File: config.mk
export PLATFORM = sky130hd
export DESIGN_NAME = axi4_burst_master_flat
export DESIGN_NICKNAME = d
export VERILOG_FILES = /design/src/rtl/axi4_burst_master_if.sv /design/src/rtl/axi4_burst_master.sv /design/src/flat_wrapper.sv
export SDC_FILE = /design/constraint.sdc
export NUM_CORES = 1
export LEC_CHECK = 0
export BUFFER_PORTS_ARGS = -buffer_cell sky130_fd_sc_hd__buf_2
export CAP_MARGIN = 20
export CORE_MARGIN = 2
export CORE_UTILIZATION = 25
export DETAILED_ROUTE_END_ITERATION = 7
export GPL_ROUTABILITY_DRIVEN = 0
export PLACE_DENSITY = 0.57
export SYNTH_ARGS = -nofsm -noshare
export SYNTH_HDL_FRONTEND = slang
export SYNTH_SLANG_ARGS = --single-unit
File: constraint.sdc
create_clock -name ACLK -period 7.46 [get_ports ACLK]
set_clock_uncertainty 0.15 [all_clocks]
set_input_delay 0.373 -clock ACLK [delete_from_list [all_inputs] [get_ports ACLK]]
set_output_delay 0.373 -clock ACLK [all_outputs]
set_load 0.03 [all_outputs]
File: src/rtl/axi4_burst_master_if.sv
// AXI4 link between the burst master and a memory-mapped slave.
// The master modport drives AW/W/AR and the B/R ready strobes.
interface axi4_burst_master_if #(
  parameter int DATA_WIDTH = 32,
  parameter int ADDR_WIDTH = 16
);
  logic [ADDR_WIDTH-1:0]   AWADDR;
  logic [7:0]              AWLEN;
  logic [2:0]              AWSIZE;
  logic [1:0]              AWBURST;
  logic                    AWVALID;
  logic                    AWREADY;

  logic [DATA_WIDTH-1:0]   WDATA;
  logic [DATA_WIDTH/8-1:0] WSTRB;
  logic                    WLAST;
  logic                    WVALID;
  logic                    WREADY;

  logic [1:0]              BRESP;
  logic                    BVALID;
  logic                    BREADY;

  logic [ADDR_WIDTH-1:0]   ARADDR;
  logic [7:0]              ARLEN;
  logic [2:0]              ARSIZE;
  logic [1:0]              ARBURST;
  logic                    ARVALID;
  logic                    ARREADY;

  logic [DATA_WIDTH-1:0]   RDATA;
  logic [1:0]              RRESP;
  logic                    RLAST;
  logic                    RVALID;
  logic                    RREADY;

  modport master (
    output AWADDR, AWLEN, AWSIZE, AWBURST, AWVALID,
    input  AWREADY,
    output WDATA, WSTRB, WLAST, WVALID,
    input  WREADY,
    input  BRESP, BVALID,
    output BREADY,
    output ARADDR, ARLEN, ARSIZE, ARBURST, ARVALID,
    input  ARREADY,
    input  RDATA, RRESP, RLAST, RVALID,
    output RREADY
  );

  modport slave (
    input  AWADDR, AWLEN, AWSIZE, AWBURST, AWVALID,
    output AWREADY,
    input  WDATA, WSTRB, WLAST, WVALID,
    output WREADY,
    output BRESP, BVALID,
    input  BREADY,
    input  ARADDR, ARLEN, ARSIZE, ARBURST, ARVALID,
    output ARREADY,
    output RDATA, RRESP, RLAST, RVALID,
    input  RREADY
  );
endinterface

File: src/rtl/axi4_burst_master.sv
// AXI4 INCR-burst initiator: one write or read command at a time,
// completion reported by a one-cycle done pulse with a response code.
module axi4_burst_master #(
  parameter int DATA_WIDTH = 32,
  parameter int ADDR_WIDTH = 16
) (
  input  logic                  ACLK,
  input  logic                  ARESETn,
  input  logic                  cmd_valid,
  output logic                  cmd_ready,
  input  logic                  cmd_write,
  input  logic [ADDR_WIDTH-1:0] cmd_addr,
  input  logic [7:0]            cmd_len,
  input  logic                  wr_valid,
  output logic                  wr_ready,
  input  logic [DATA_WIDTH-1:0] wr_data,
  output logic                  rd_valid,
  output logic [DATA_WIDTH-1:0] rd_data,
  output logic                  rd_last,
  output logic                  done,
  output logic [1:0]            done_resp,
  axi4_burst_master_if.master   axi
);

  localparam int BYTES = DATA_WIDTH / 8;
  localparam int SIZE  = $clog2(BYTES);

  typedef enum logic [2:0] {
    S_IDLE, S_AW, S_W, S_B, S_AR, S_R, S_ERR
  } state_t;

  state_t                r_state;
  state_t                w_state_nxt;
  logic [ADDR_WIDTH-1:0] r_addr;
  logic [7:0]            r_len;
  logic [7:0]            r_beat;
  logic [1:0]            r_rresp;
  logic                  r_done;
  logic [1:0]            r_done_resp;
  logic                  r_rd_valid;
  logic [DATA_WIDTH-1:0] r_rd_data;
  logic                  r_rd_last;

  logic                  w_accept;
  logic                  w_unaligned;
  logic                  w_cross_4k;
  logic [31:0]           w_end;
  logic                  w_w_hs;
  logic [1:0]            w_rresp_max;

  // Burst end offset within its 4KB page; ending exactly on the boundary is legal.
  assign w_end       = 32'(cmd_addr[11:0]) + ((32'(cmd_len) + 32'd1) << SIZE);
  assign w_cross_4k  = w_end > 32'd4096;
  assign w_unaligned = (cmd_addr & ADDR_WIDTH'(BYTES - 1)) != '0;
  assign w_accept    = cmd_valid && cmd_ready;
  assign w_w_hs      = axi.WVALID && axi.WREADY;
  assign w_rresp_max = (axi.RRESP > r_rresp) ? axi.RRESP : r_rresp;

  always_ff @(posedge ACLK) begin
    if (!ARESETn) r_state <= S_IDLE;
    else          r_state <= w_state_nxt;
  end

  always_comb begin
    w_state_nxt  = r_state;
    // Held off during reset and during the done cycle so a new command lands after it.
    cmd_ready    = ARESETn && (r_state == S_IDLE) && !r_done;
    wr_ready     = 1'b0;
    axi.AWADDR   = r_addr;
    axi.AWLEN    = r_len;
    axi.AWSIZE   = 3'(SIZE);
    axi.AWBURST  = 2'b01;
    axi.AWVALID  = 1'b0;
    axi.WDATA    = '0;
    axi.WSTRB    = '1;
    axi.WLAST    = 1'b0;
    axi.WVALID   = 1'b0;
    axi.BREADY   = 1'b0;
    axi.ARADDR   = r_addr;
    axi.ARLEN    = r_len;
    axi.ARSIZE   = 3'(SIZE);
    axi.ARBURST  = 2'b01;
    axi.ARVALID  = 1'b0;
    axi.RREADY   = 1'b0;
    case (r_state)
      S_IDLE: begin
        if (w_accept) begin
          if (w_unaligned || w_cross_4k) w_state_nxt = S_ERR;
          else if (cmd_write)            w_state_nxt = S_AW;
          else                           w_state_nxt = S_AR;
        end
      end
      S_AW: begin
        axi.AWVALID = 1'b1;
        if (axi.AWREADY) w_state_nxt = S_W;
      end
      S_W: begin
        axi.WVALID = wr_valid;
        axi.WDATA  = wr_data;
        axi.WLAST  = (r_beat == r_len);
        wr_ready   = axi.WREADY;
        if (w_w_hs && (r_beat == r_len)) w_state_nxt = S_B;
      end
      S_B: begin
        axi.BREADY = 1'b1;
        if (axi.BVALID) w_state_nxt = S_IDLE;
      end
      S_AR: begin
        axi.ARVALID = 1'b1;
        if (axi.ARREADY) w_state_nxt = S_R;
      end
      S_R: begin
        axi.RREADY = 1'b1;
        if (axi.RVALID && axi.RLAST) w_state_nxt = S_IDLE;
      end
      S_ERR:   w_state_nxt = S_IDLE;
      default: w_state_nxt = S_IDLE;
    endcase
  end

  always_ff @(posedge ACLK) begin
    if (!ARESETn) begin
      r_addr      <= '0;
      r_len       <= '0;
      r_beat      <= '0;
      r_rresp     <= '0;
      r_done      <= 1'b0;
      r_done_resp <= '0;
      r_rd_valid  <= 1'b0;
      r_rd_data   <= '0;
      r_rd_last   <= 1'b0;
    end else begin
      r_done     <= 1'b0;
      r_rd_valid <= 1'b0;
      r_rd_last  <= 1'b0;
      if (w_accept) begin
        r_addr  <= cmd_addr;
        r_len   <= cmd_len;
        r_beat  <= '0;
        r_rresp <= '0;
      end
      case (r_state)
        S_W: if (w_w_hs) r_beat <= r_beat + 8'd1;
        S_B: begin
          if (axi.BVALID) begin
            r_done      <= 1'b1;
            r_done_resp <= axi.BRESP;
          end
        end
        S_R: begin
          if (axi.RVALID) begin
            r_rd_valid <= 1'b1;
            r_rd_data  <= axi.RDATA;
            r_rd_last  <= axi.RLAST;
            r_beat     <= r_beat + 8'd1;
            r_rresp    <= w_rresp_max;
            // A short or long burst from the slave is reported as SLVERR.
            if (axi.RLAST) begin
              r_done      <= 1'b1;
              r_done_resp <= (r_beat != r_len) ? 2'b10 : w_rresp_max;
            end
          end
        end
        S_ERR: begin
          r_done      <= 1'b1;
          r_done_resp <= 2'b10;
        end
        default: ;
      endcase
    end
  end

  assign rd_valid  = r_rd_valid;
  assign rd_data   = r_rd_data;
  assign rd_last   = r_rd_last;
  assign done      = r_done;
  assign done_resp = r_done_resp;

endmodule

File: src/flat_wrapper.sv
// flat-port wrapper written by rule: the top's interface ports become plain ports
module axi4_burst_master_flat 
#(
  parameter int DATA_WIDTH = 32,
  parameter int ADDR_WIDTH = 16
)
  (ACLK, ARESETn, cmd_valid, cmd_ready, cmd_write, cmd_addr, cmd_len, wr_valid, wr_ready, wr_data, rd_valid, rd_data, rd_last, done, done_resp, axi_AWADDR, axi_AWLEN, axi_AWSIZE, axi_AWBURST, axi_AWVALID, axi_AWREADY, axi_WDATA, axi_WSTRB, axi_WLAST, axi_WVALID, axi_WREADY, axi_BRESP, axi_BVALID, axi_BREADY, axi_ARADDR, axi_ARLEN, axi_ARSIZE, axi_ARBURST, axi_ARVALID, axi_ARREADY, axi_RDATA, axi_RRESP, axi_RLAST, axi_RVALID, axi_RREADY);
  axi4_burst_master_if #(.DATA_WIDTH(DATA_WIDTH), .ADDR_WIDTH(ADDR_WIDTH)) axi_i ();
  input  logic ACLK;
  input  logic ARESETn;
  input  logic cmd_valid;
  output logic cmd_ready;
  input  logic cmd_write;
  input  logic [ADDR_WIDTH-1:0] cmd_addr;
  input  logic [7:0] cmd_len;
  input  logic wr_valid;
  output logic wr_ready;
  input  logic [DATA_WIDTH-1:0] wr_data;
  output logic rd_valid;
  output logic [DATA_WIDTH-1:0] rd_data;
  output logic rd_last;
  output logic done;
  output logic [1:0] done_resp;
  output wire logic [$bits(axi_i.AWADDR)-1:0] axi_AWADDR;
  output wire logic [$bits(axi_i.AWLEN)-1:0] axi_AWLEN;
  output wire logic [$bits(axi_i.AWSIZE)-1:0] axi_AWSIZE;
  output wire logic [$bits(axi_i.AWBURST)-1:0] axi_AWBURST;
  output wire logic [$bits(axi_i.AWVALID)-1:0] axi_AWVALID;
  input wire logic [$bits(axi_i.AWREADY)-1:0] axi_AWREADY;
  output wire logic [$bits(axi_i.WDATA)-1:0] axi_WDATA;
  output wire logic [$bits(axi_i.WSTRB)-1:0] axi_WSTRB;
  output wire logic [$bits(axi_i.WLAST)-1:0] axi_WLAST;
  output wire logic [$bits(axi_i.WVALID)-1:0] axi_WVALID;
  input wire logic [$bits(axi_i.WREADY)-1:0] axi_WREADY;
  input wire logic [$bits(axi_i.BRESP)-1:0] axi_BRESP;
  input wire logic [$bits(axi_i.BVALID)-1:0] axi_BVALID;
  output wire logic [$bits(axi_i.BREADY)-1:0] axi_BREADY;
  output wire logic [$bits(axi_i.ARADDR)-1:0] axi_ARADDR;
  output wire logic [$bits(axi_i.ARLEN)-1:0] axi_ARLEN;
  output wire logic [$bits(axi_i.ARSIZE)-1:0] axi_ARSIZE;
  output wire logic [$bits(axi_i.ARBURST)-1:0] axi_ARBURST;
  output wire logic [$bits(axi_i.ARVALID)-1:0] axi_ARVALID;
  input wire logic [$bits(axi_i.ARREADY)-1:0] axi_ARREADY;
  input wire logic [$bits(axi_i.RDATA)-1:0] axi_RDATA;
  input wire logic [$bits(axi_i.RRESP)-1:0] axi_RRESP;
  input wire logic [$bits(axi_i.RLAST)-1:0] axi_RLAST;
  input wire logic [$bits(axi_i.RVALID)-1:0] axi_RVALID;
  output wire logic [$bits(axi_i.RREADY)-1:0] axi_RREADY;
  assign axi_AWADDR = axi_i.AWADDR;
  assign axi_AWLEN = axi_i.AWLEN;
  assign axi_AWSIZE = axi_i.AWSIZE;
  assign axi_AWBURST = axi_i.AWBURST;
  assign axi_AWVALID = axi_i.AWVALID;
  assign axi_i.AWREADY = axi_AWREADY;
  assign axi_WDATA = axi_i.WDATA;
  assign axi_WSTRB = axi_i.WSTRB;
  assign axi_WLAST = axi_i.WLAST;
  assign axi_WVALID = axi_i.WVALID;
  assign axi_i.WREADY = axi_WREADY;
  assign axi_i.BRESP = axi_BRESP;
  assign axi_i.BVALID = axi_BVALID;
  assign axi_BREADY = axi_i.BREADY;
  assign axi_ARADDR = axi_i.ARADDR;
  assign axi_ARLEN = axi_i.ARLEN;
  assign axi_ARSIZE = axi_i.ARSIZE;
  assign axi_ARBURST = axi_i.ARBURST;
  assign axi_ARVALID = axi_i.ARVALID;
  assign axi_i.ARREADY = axi_ARREADY;
  assign axi_i.RDATA = axi_RDATA;
  assign axi_i.RRESP = axi_RRESP;
  assign axi_i.RLAST = axi_RLAST;
  assign axi_i.RVALID = axi_RVALID;
  assign axi_RREADY = axi_i.RREADY;
  axi4_burst_master #(.DATA_WIDTH(DATA_WIDTH), .ADDR_WIDTH(ADDR_WIDTH)) u_core (.ACLK(ACLK), .ARESETn(ARESETn), .cmd_valid(cmd_valid), .cmd_ready(cmd_ready), .cmd_write(cmd_write), .cmd_addr(cmd_addr), .cmd_len(cmd_len), .wr_valid(wr_valid), .wr_ready(wr_ready), .wr_data(wr_data), .rd_valid(rd_valid), .rd_data(rd_data), .rd_last(rd_last), .done(done), .done_resp(done_resp), .axi(axi_i));
endmodule
; ---- After elaboration in Yosys (flattened, before gate mapping)
; Cells that the tools add are included.
[op_classes]
n_addsub = 3
n_lt_le_gt_ge = 2
eq_ne = 16
muxes = 35
n_reduce_logical = 16
[ops]
columns = operator, n
row1 = $add 12x32->32, 1
row2 = $gt 32x13->1 const B, 1
row3 = $mux 32, 1
row4 = $mux 3, 8
row5 = $mux 8, 3
row6 = $pmux 3 s6, 1
row7 = $mux 2, 8
row8 = $pmux 8 s2, 1
row9 = $reduce_bool 16->1, 1
row10 = $mux 1, 11
row11 = $ne 2x2->1 const B, 5
row12 = $add 8x1->9 const B, 1
row13 = $eq 3x3->1 const B, 3
row14 = $add 8x1->8 const B, 1
row15 = $eq 8x8->1, 1
row16 = $ne 8x8->1, 1
row17 = $eq 3x2->1 const B, 2
row18 = $logic_and 1x1->1, 6
row19 = $ne 2x1->1 const B, 3
row20 = $pmux 2 s3, 1
row21 = $reduce_and 6->1, 1
row22 = $reduce_and 2->1, 2
row23 = $reduce_and 4->1, 1
row24 = $eq 3x1->1 const B, 1
row25 = 7 further kinds, 7
[totals]
register_bits = 74
input_bits = 103
output_inout_bits = 139
word_cells = 82

; ---- Logic depth before layout (Yosys ltp)
; Gate-level depths: netlist of the first run.
[depth]
depth_word = 7
depth_mapped = 11

; ---- Worst setup path after synthesis of the first run
; Ideal clock, no wire load.
[synth_path]
path_kind = input to register
from = input cmd_len[4]
to = register u_core.r_state[1]
arrival_time_ns = 2.568
required_time_ns = 7.188
slack_ns = 4.621
stages = 11
path_cell_list = and3_1 > nand3_1 > or2_2 > xnor2_1 > ha_1 > and2b_1 > o2bb2ai_1 > or4_1 > nor4_2 > o211ai_1 > o311a_1
[synth_between]
elab_chain_len = 7
[synth_lines]
columns = element, line_no
row1 = "start, declared", flat_wrapper.sv:15  ; input logic [7:0] cmd_len;
row2 = $add 8x1->9, axi4_burst_master.sv:52  ; assign w_end = 32'(cmd_addr[11:0]) + ((32'(cmd_len) + 32'd1) << SIZE);
row3 = $add 12x32->32, axi4_burst_master.sv:52
row4 = $gt 32x13->1, axi4_burst_master.sv:53  ; assign w_cross_4k = w_end > 32'd4096;
row5 = $logic_or 1x1->1, axi4_burst_master.sv:88  ; if (w_unaligned || w_cross_4k) w_state_nxt = S_ERR;
row6 = $mux 3, axi4_burst_master.sv:88
row7 = $mux 3, axi4_burst_master.sv:87  ; if (w_accept) begin
row8 = $pmux 3 s6, axi4_burst_master.sv:85  ; case (r_state)
row9 = "end signal, assigned", axi4_burst_master.sv:61  ; else r_state <= w_state_nxt;
row10 = "end, declared", axi4_burst_master.sv:32  ; state_t r_state;
; Every way passes these cells. The select of a mux whose other input is x is not followed.
; A chain may end at the register's enable or synchronous reset.

; ---- Final worst setup path of the first run
; Same ends and word-level chain as after synthesis.

==> results.py, run 1 <==
metrics = {
    "timing": {
        "slew_violations": 0,
        "worstMarginPinSlew_ps": 1038,
        "setup_tns_ps": 0,
        "fmax_mhz": 349.5,
        "fin_crit_ps": 2862,
        "rsz0062_at_grt": "no",
        "slew_headroom_pct": 30.60,
        "period_share_pct": 38.36,
        "finalSetupViolations": 0,
        "hold_viol": 0,
    },
    "placement": {
        "place.detailed.hpwl_um": 9729,
        "port_buffers": 227,
        "placed_area_sq_um": 5431,
    },
    "die": {
        "fp-row-count": 48,
        "coreArea_sq_um": 17180,
        "initial_utilization_pct": 25.38,
        "pin_count": 242,
        "dieWidth_um": 136.1,
        "die_area_sq_um": 18510,
        "die_y_um": 136.1,
    },
    "layout": {
        "areaGrowthSynthToFinish_pct": 33.04,
        "fin_area_sq_um": 5799,
        "num-nets-final": 855,
        "antenna_cells": 0,
        "drive_above_1_share_pct": 34.95,
        "fillCellCount": 1868,
    },
    "outcome": {
        "status": "complete, no violations",
    },
    "critical_path": {
        "arrival_ps": 2940,
        "crit_path_end_kind": "register",
        "cp_slowest_cell": "or4_1",
        "path_cells": "buf_2, and3_1, nand3_1, or2_2, xnor2_1, ha_1, and2b_1, o2bb2ai_1, or4_1, nor4_2, o211ai_1, o311a_1",
        "worstPathRequired_ps": 7540,
        "cp_slowest_stage_delay_ps": 420,
        "crit_fanout": 4,
        "critPathBufInv": 1,
        "cp_top_family": "simple AND/OR/NAND/NOR gates",
        "path_class": "input pin to register",
        "startpoint_type": "input pin",
    },
    "route": {
        "firstDrtPassIters": 4,
        "wl_per_cell_um": 13.23,
        "via_per_inst": 4.354,
        "drc_errors": 0,
        "dr.first_iter.drc_count": 181,
        "wirelength_um": 12780,
        "ant_nets": 0,
        "via_count": 4206,
    },
    "global_route": {
        "met2_usage_pct": 22.45,
        "use_met3_pct": 2.498,
        "gr-total-overflow": 0,
        "grt_pass1_vias": 3645,
        "grt_antenna_before_repair": 0,
        "grt_pass1_wl_um": 18970,
        "track_usage_pct": 13.31,
        "met1_usage_pct": 16.50,
        "grt_max_degree": 79,
        "busiest_layer": "met2",
    },
    "synth": {
        "synth.most_common_cell": "nand2_1",
        "synth_seq_area_share_pct": 33.98,
        "synth_top_area_cell": "dfxtp_1",
        "syn_inst": 547,
        "synth_edf_count": 0,
        "synth_warnings": 0,
        "synthTopCellsByArea": "dfxtp_1 34%, nand2_1 11%, a21boi_0 11%",
        "synth_cell_type_count": 57,
        "synth-main-ff-cell": "dfxtp_1",
        "synth-seq-cells": 74,
        "synth_area_sq_um": 4359,
        "synthTopCellsByCount": "132 x nand2_1, 74 x dfxtp_1, 61 x a21boi_0, 41 x and2_1, 39 x buf_4",
        "yosys.area.top_type_share_pct": 33.98,
        "synth-async-reset-ratio_pct": 0,
        "synth.avg_cell_area_sq_um": 7.969,
    },
    "pwr": {
        "p_per_area_nw_per_um2": 272.3,
        "p_leak_nw": 2.860,
        "peakVddDrop_mv": 0.1174,
    },
    "clock_tree": {
        "numCtsBuffers": 9,
        "ctsHoldBuffers": 0,
        "cts_max_path_buffers": 2,
        "htree_num_levels": 3,
        "cts_root_buffer": "clkbuf_16",
        "clk_transition_reported_paths_ps": 60,
        "cts_sinks": 74,
        "cts_tree": "done",
        "cts_setup_buffers": 0,
        "worst_skew_pair.late_latency_ps": 340,
        "post_cts_resized": 0,
    },
    "flow_run": {
        "maxCapViolations": 0,
    },
    "worst_hold_path": {
        "hp-class": "input pin to register",
    },
}
==> report_power, final <==
group	total [mW]	switching [mW]	internal, mW
clock network	0.539	0.169	0.369
logic	0.563	0.378	0.185
registers	0.478	0.0476	0.430
==> registers in the layout (all words and copies together), names as in the netlist <==
register and flops:
u_core.r_rresp 2, u_core.done 1, u_core.done_resp 2, u_core.axi.ARLEN 8
u_core.rd_last 1, u_core.r_beat 8, u_core.r_state 3, u_core.axi.ARADDR 16
u_core.rd_valid 1, u_core.rd_data 32
==> area by class of cell <==
cell class,instances,area (sq um),area share [%]
timing repair buffer,232,1174,20.24
clock inverter,5,125.1,2.157
inverter,11,41.29,0.7120
sequential,74,1481,25.54
clock buffer,11,242.7,4.186
multi-input combinational,408,2454,42.31
tap,225,281.5,4.854
==> through the flow <==
step | util [%] | power, mW | hold slack, ps | std cells | worst slack (ps)
after detailed placement | 31.62 | 1.054 | 304.8 | 950 | 4213
after global placement | 31.62 | 1.053 | 301.1 | 950 | 4242
after floorplan | - | 0.9198 | 304.5 | 559 | 4621
after CTS | 33.76 | 1.606 | 114.0 | 966 | 4580
final | 33.76 | 1.579 | 131.2 | 966 | 4598
after global routing | 33.76 | 1.669 | 122.8 | 966 | 4377
==> worst min-delay path, delay by kind of cell <==
kind,cells,cell delay (ps)
buf+inv,1,90
compound gates,1,60
simple gates,1,40
==> path summary, 6_finish.rpt <==
path                          start                     to  slack [ps]  depth (start not counted)
hold / removal         cmd_addr[14]  u_core.axi.ARADDR[14]         130                          3
setup / recovery         cmd_len[4]      u_core.r_state[1]        4600                         12
setup reg to reg  u_core.r_state[0]      u_core.r_rresp[0]        5100                          5
hold reg to reg   u_core.rd_data[9]      u_core.rd_data[9]         310                          2
==> layer usage <==
layer	share of wire [%]	vias up
met2	49	151
met3	6.6	13
met4	1.8	0
met5	0	-
li1	-	2160
met1	43	1882
==> layout by cell type, fill, tap and decap left out, drive strengths merged, types with 3 or more instances in the layout <==
cell / instances
buf: 232
nand2: 132
dfxtp: 74
a21boi: 61
and2: 41
nor2: 20
ha: 15
o21ai: 14
conb: 14
nand3: 13
inv: 11
xor2: 11
clkbuf: 11
a21oi: 7
nand2b: 6
nor3: 6
xnor2: 5
nor2b: 5
and3: 4
mux2i: 4
o211ai: 4
bufinv: 4
nor4: 4
o221a: 3
==> kinds of logic after synthesis <==
kind of cell / after synthesis / share of synthesized area, %
mux: 4 / 0.9185
simple gates: 246 / 27.10
other cells: 2 / 0.1723
buf+inv: 77 / 10.88
flops: 74 / 33.98
fa+ha+maj: 16 / 4.765
xor+xnor: 16 / 3.215
compound gates: 112 / 18.97
Power figures use the tool's default switching activity.
==> run 2, diff against run 1 <==
==> constraint.sdc (replaced) <==
create_clock -name ACLK -period 3 [get_ports ACLK]
set_clock_uncertainty 0.15 [all_clocks]
set_input_delay 0.15 -clock ACLK [delete_from_list [all_inputs] [get_ports ACLK]]
set_output_delay 0.15 -clock ACLK [all_outputs]
set_load 0.03 [all_outputs]
==> results.py, run 2 (same netlist as run 1, synthesis figures left out) <==
metrics = {
    "clock_tree": {
        "clk_transition_reported_paths_ps": 60,
        "htree_num_levels": 3,
        "cts_root_buffer": "clkbuf_16",
        "numCtsBuffers": 9,
        "cts_sinks": 74,
        "cts_tree": "done",
        "worst_skew_pair.late_latency_ps": 340,
        "cts_max_path_buffers": 2,
    },
    "route": {
        "wirelength_um": 13460,
        "firstDrtPassIters": 4,
        "drc_errors": 0,
        "via_per_inst": 4.359,
        "via_count": 4481,
        "wl_per_cell_um": 13.10,
        "ant_nets": 0,
        "dr.first_iter.drc_count": 163,
    },
    "critical_path": {
        "cp_slowest_cell": "dlygate4sd3_1",
        "r2r_start": "u_core.axi.ARLEN[0]",
        "startpoint": "cmd_len[7]",
        "ff2ff_setup_slack_ps": 650,
        "rr_endpoint": "u_core.done_resp[0]",
        "worstPathRequired_ps": 3070,
        "path_class": "input pin to register",
        "reg2reg_depth": 6,
        "arrival_ps": 2970,
        "startpoint_type": "input pin",
        "crit_fanout": 4,
        "cp_slowest_stage_delay_ps": 540,
        "crit_path_end_kind": "register",
        "endpoint": "u_core.r_state[1]",
        "path_cells": "dlygate4sd3_1, buf_2, xnor2_1, ha_1, and2b_1, o2bb2ai_1, or4_4, nor4_4, o211ai_1, o311a_1",
    },
    "placement": {
        "place.detailed.hpwl_um": 9957,
        "port_buffers": 227,
    },
    "global_route": {
        "grt_pass1_wl_um": 20010,
        "gr-total-overflow": 0,
        "track_usage_pct": 13.82,
        "grt_pass1_vias": 3967,
        "grt_max_degree": 46,
        "grt_antenna_before_repair": 1,
    },
    "outcome": {
        "status": "complete, no violations",
    },
    "layout": {
        "final_common_cell": "buf_2",
        "largest_reg_flops": 32,
        "final_cell_mix": "223 x buf_2, 132 x nand2_1, 74 x dfxtp_1, 61 x a21boi_0, 54 x dlygate4sd3_1",
        "multi_input_area_sq_um": 2506,
        "areaGrowthSynthToFinish_pct": 47.36,
        "ff_latch_area_sq_um": 1481,
        "fin_util_pct": 37.40,
        "num-nets-final": 916,
        "fillCellCount": 1782,
        "drive_above_1_share_pct": 33.42,
    },
    "die": {
        "coreArea_sq_um": 17180,
        "die_area_sq_um": 18510,
        "fp-row-count": 48,
        "dieWidth_um": 136.1,
        "initial_utilization_pct": 25.38,
        "pin_count": 242,
        "die_y_um": 136.1,
    },
    "timing": {
        "slew_violations": 0,
        "finalSetupViolations": 0,
        "hold_slack_ps": 78.80,
        "slew_headroom_pct": 50.33,
        "hold_viol": 0,
        "fmax_mhz": 345.4,
        "worstMarginPinSlew_ps": 738.3,
        "period_share_pct": 96.50,
        "fin_crit_ps": 2895,
    },
    "flow_run": {
        "maxCapViolations": 0,
    },
    "pwr": {
        "p_per_area_nw_per_um2": 593.5,
        "p_leak_nw": 3.128,
        "peakVddDrop_mv": 0.2616,
        "fin_total_pwr_mw": 3.813,
    },
    "worst_hold_path": {
        "hp-class": "input pin to register",
    },
}
run 2: changes by cell type in the layout (fill, tap and decap cells not counted), moves of 2 or more:
cell            previous run  this run
ha_1                      15        13
buf_4                      5        11
buf_2                    227       223
bufinv_16                  4         2
dlymetal6s4s_1             0         3
ha_4                       0         2
dlygate4sd3_1              0        54
buf_6                      0         2
run 2: worst max-delay path, delay by kind of cell:
family / cells / cell delay (ps)
AOI/OAI and AO/OA: 3 / 670
and+or+nand+nor: 3 / 990
buffers and inverters: 2 / 690
adders and majority gates: 1 / 330
xor gates and xnor gates: 1 / 130
run 2: what timing repair did:
action | 4_1_cts | 5_1_grt
gates resized for setup | 0 | 18
setup endpoints to repair | 0 | 3
endpoints found under the hold margin | 57 | 0
buffers inserted | 0 | 1
hold buffers | 57 | 0
run 2: per-stage QoR:
| step | cell area [sq um] | std cells | TNS [ps] | setup slack, ps |
|---|---|---|---|---|
| global route | 6424 | 1028 | -0.5502 | -0.5502 |
| CTS | 6344 | 1027 | 0 | 23.97 |
| floorplan | 4404 | 559 | 0 | 383.6 |
| finish | 6424 | 1028 | 0 | 105.1 |
| global placement | 5461 | 954 | 0 | 34.81 |
| detailed placement | 5461 | 954 | -54.84 | -45.50 |
run 2: layout make-up:
| cell class | count | area share, % |
|---|---|---|
| multi-input combinational | 408 | 39.01 |
| timing repair buffer | 293 | 28.01 |
| sequential | 74 | 23.06 |
| tap | 225 | 4.383 |
| clock buffer | 11 | 3.623 |
| clock inverter | 5 | 1.227 |
| inverter | 11 | 0.6428 |
| antenna | 1 | 0.03896 |
run 2: worst min-delay path by stage:
stage | start | end | slack (ps) | cells after the start
after floorplan | axi_RDATA[31] | u_core.rd_data[31] | 140 | 2
final | cmd_len[4] | u_core.axi.ARLEN[4] | 80 | 4
after CTS | cmd_len[4] | u_core.axi.ARLEN[4] | 50 | 4
after detailed placement | cmd_addr[14] | u_core.axi.ARADDR[14] | 260 | 3
after global routing | cmd_len[4] | u_core.axi.ARLEN[4] | 80 | 4
after global placement | axi_RDATA[25] | u_core.rd_data[25] | 250 | 3
run 2: power breakdown:
part	leakage [nW]	switching, mW	internal, mW
clock network	0.153	0.419	0.727
logic	2.38	0.957	0.521
registers	0.599	0.118	1.07
total	3.13	1.49	2.32
run 2: routing by layer:
layer  wire (um)  up-vias  GRT usage, %  part of all wire, %
met2        6522      155         23.42                   48
met3         812       16         2.424                  6.0
met4         223        0         6.250                  1.7
li1            -     2293             -                    -
met5           0        -             0                    0
met1        5904     2017         17.06                   44
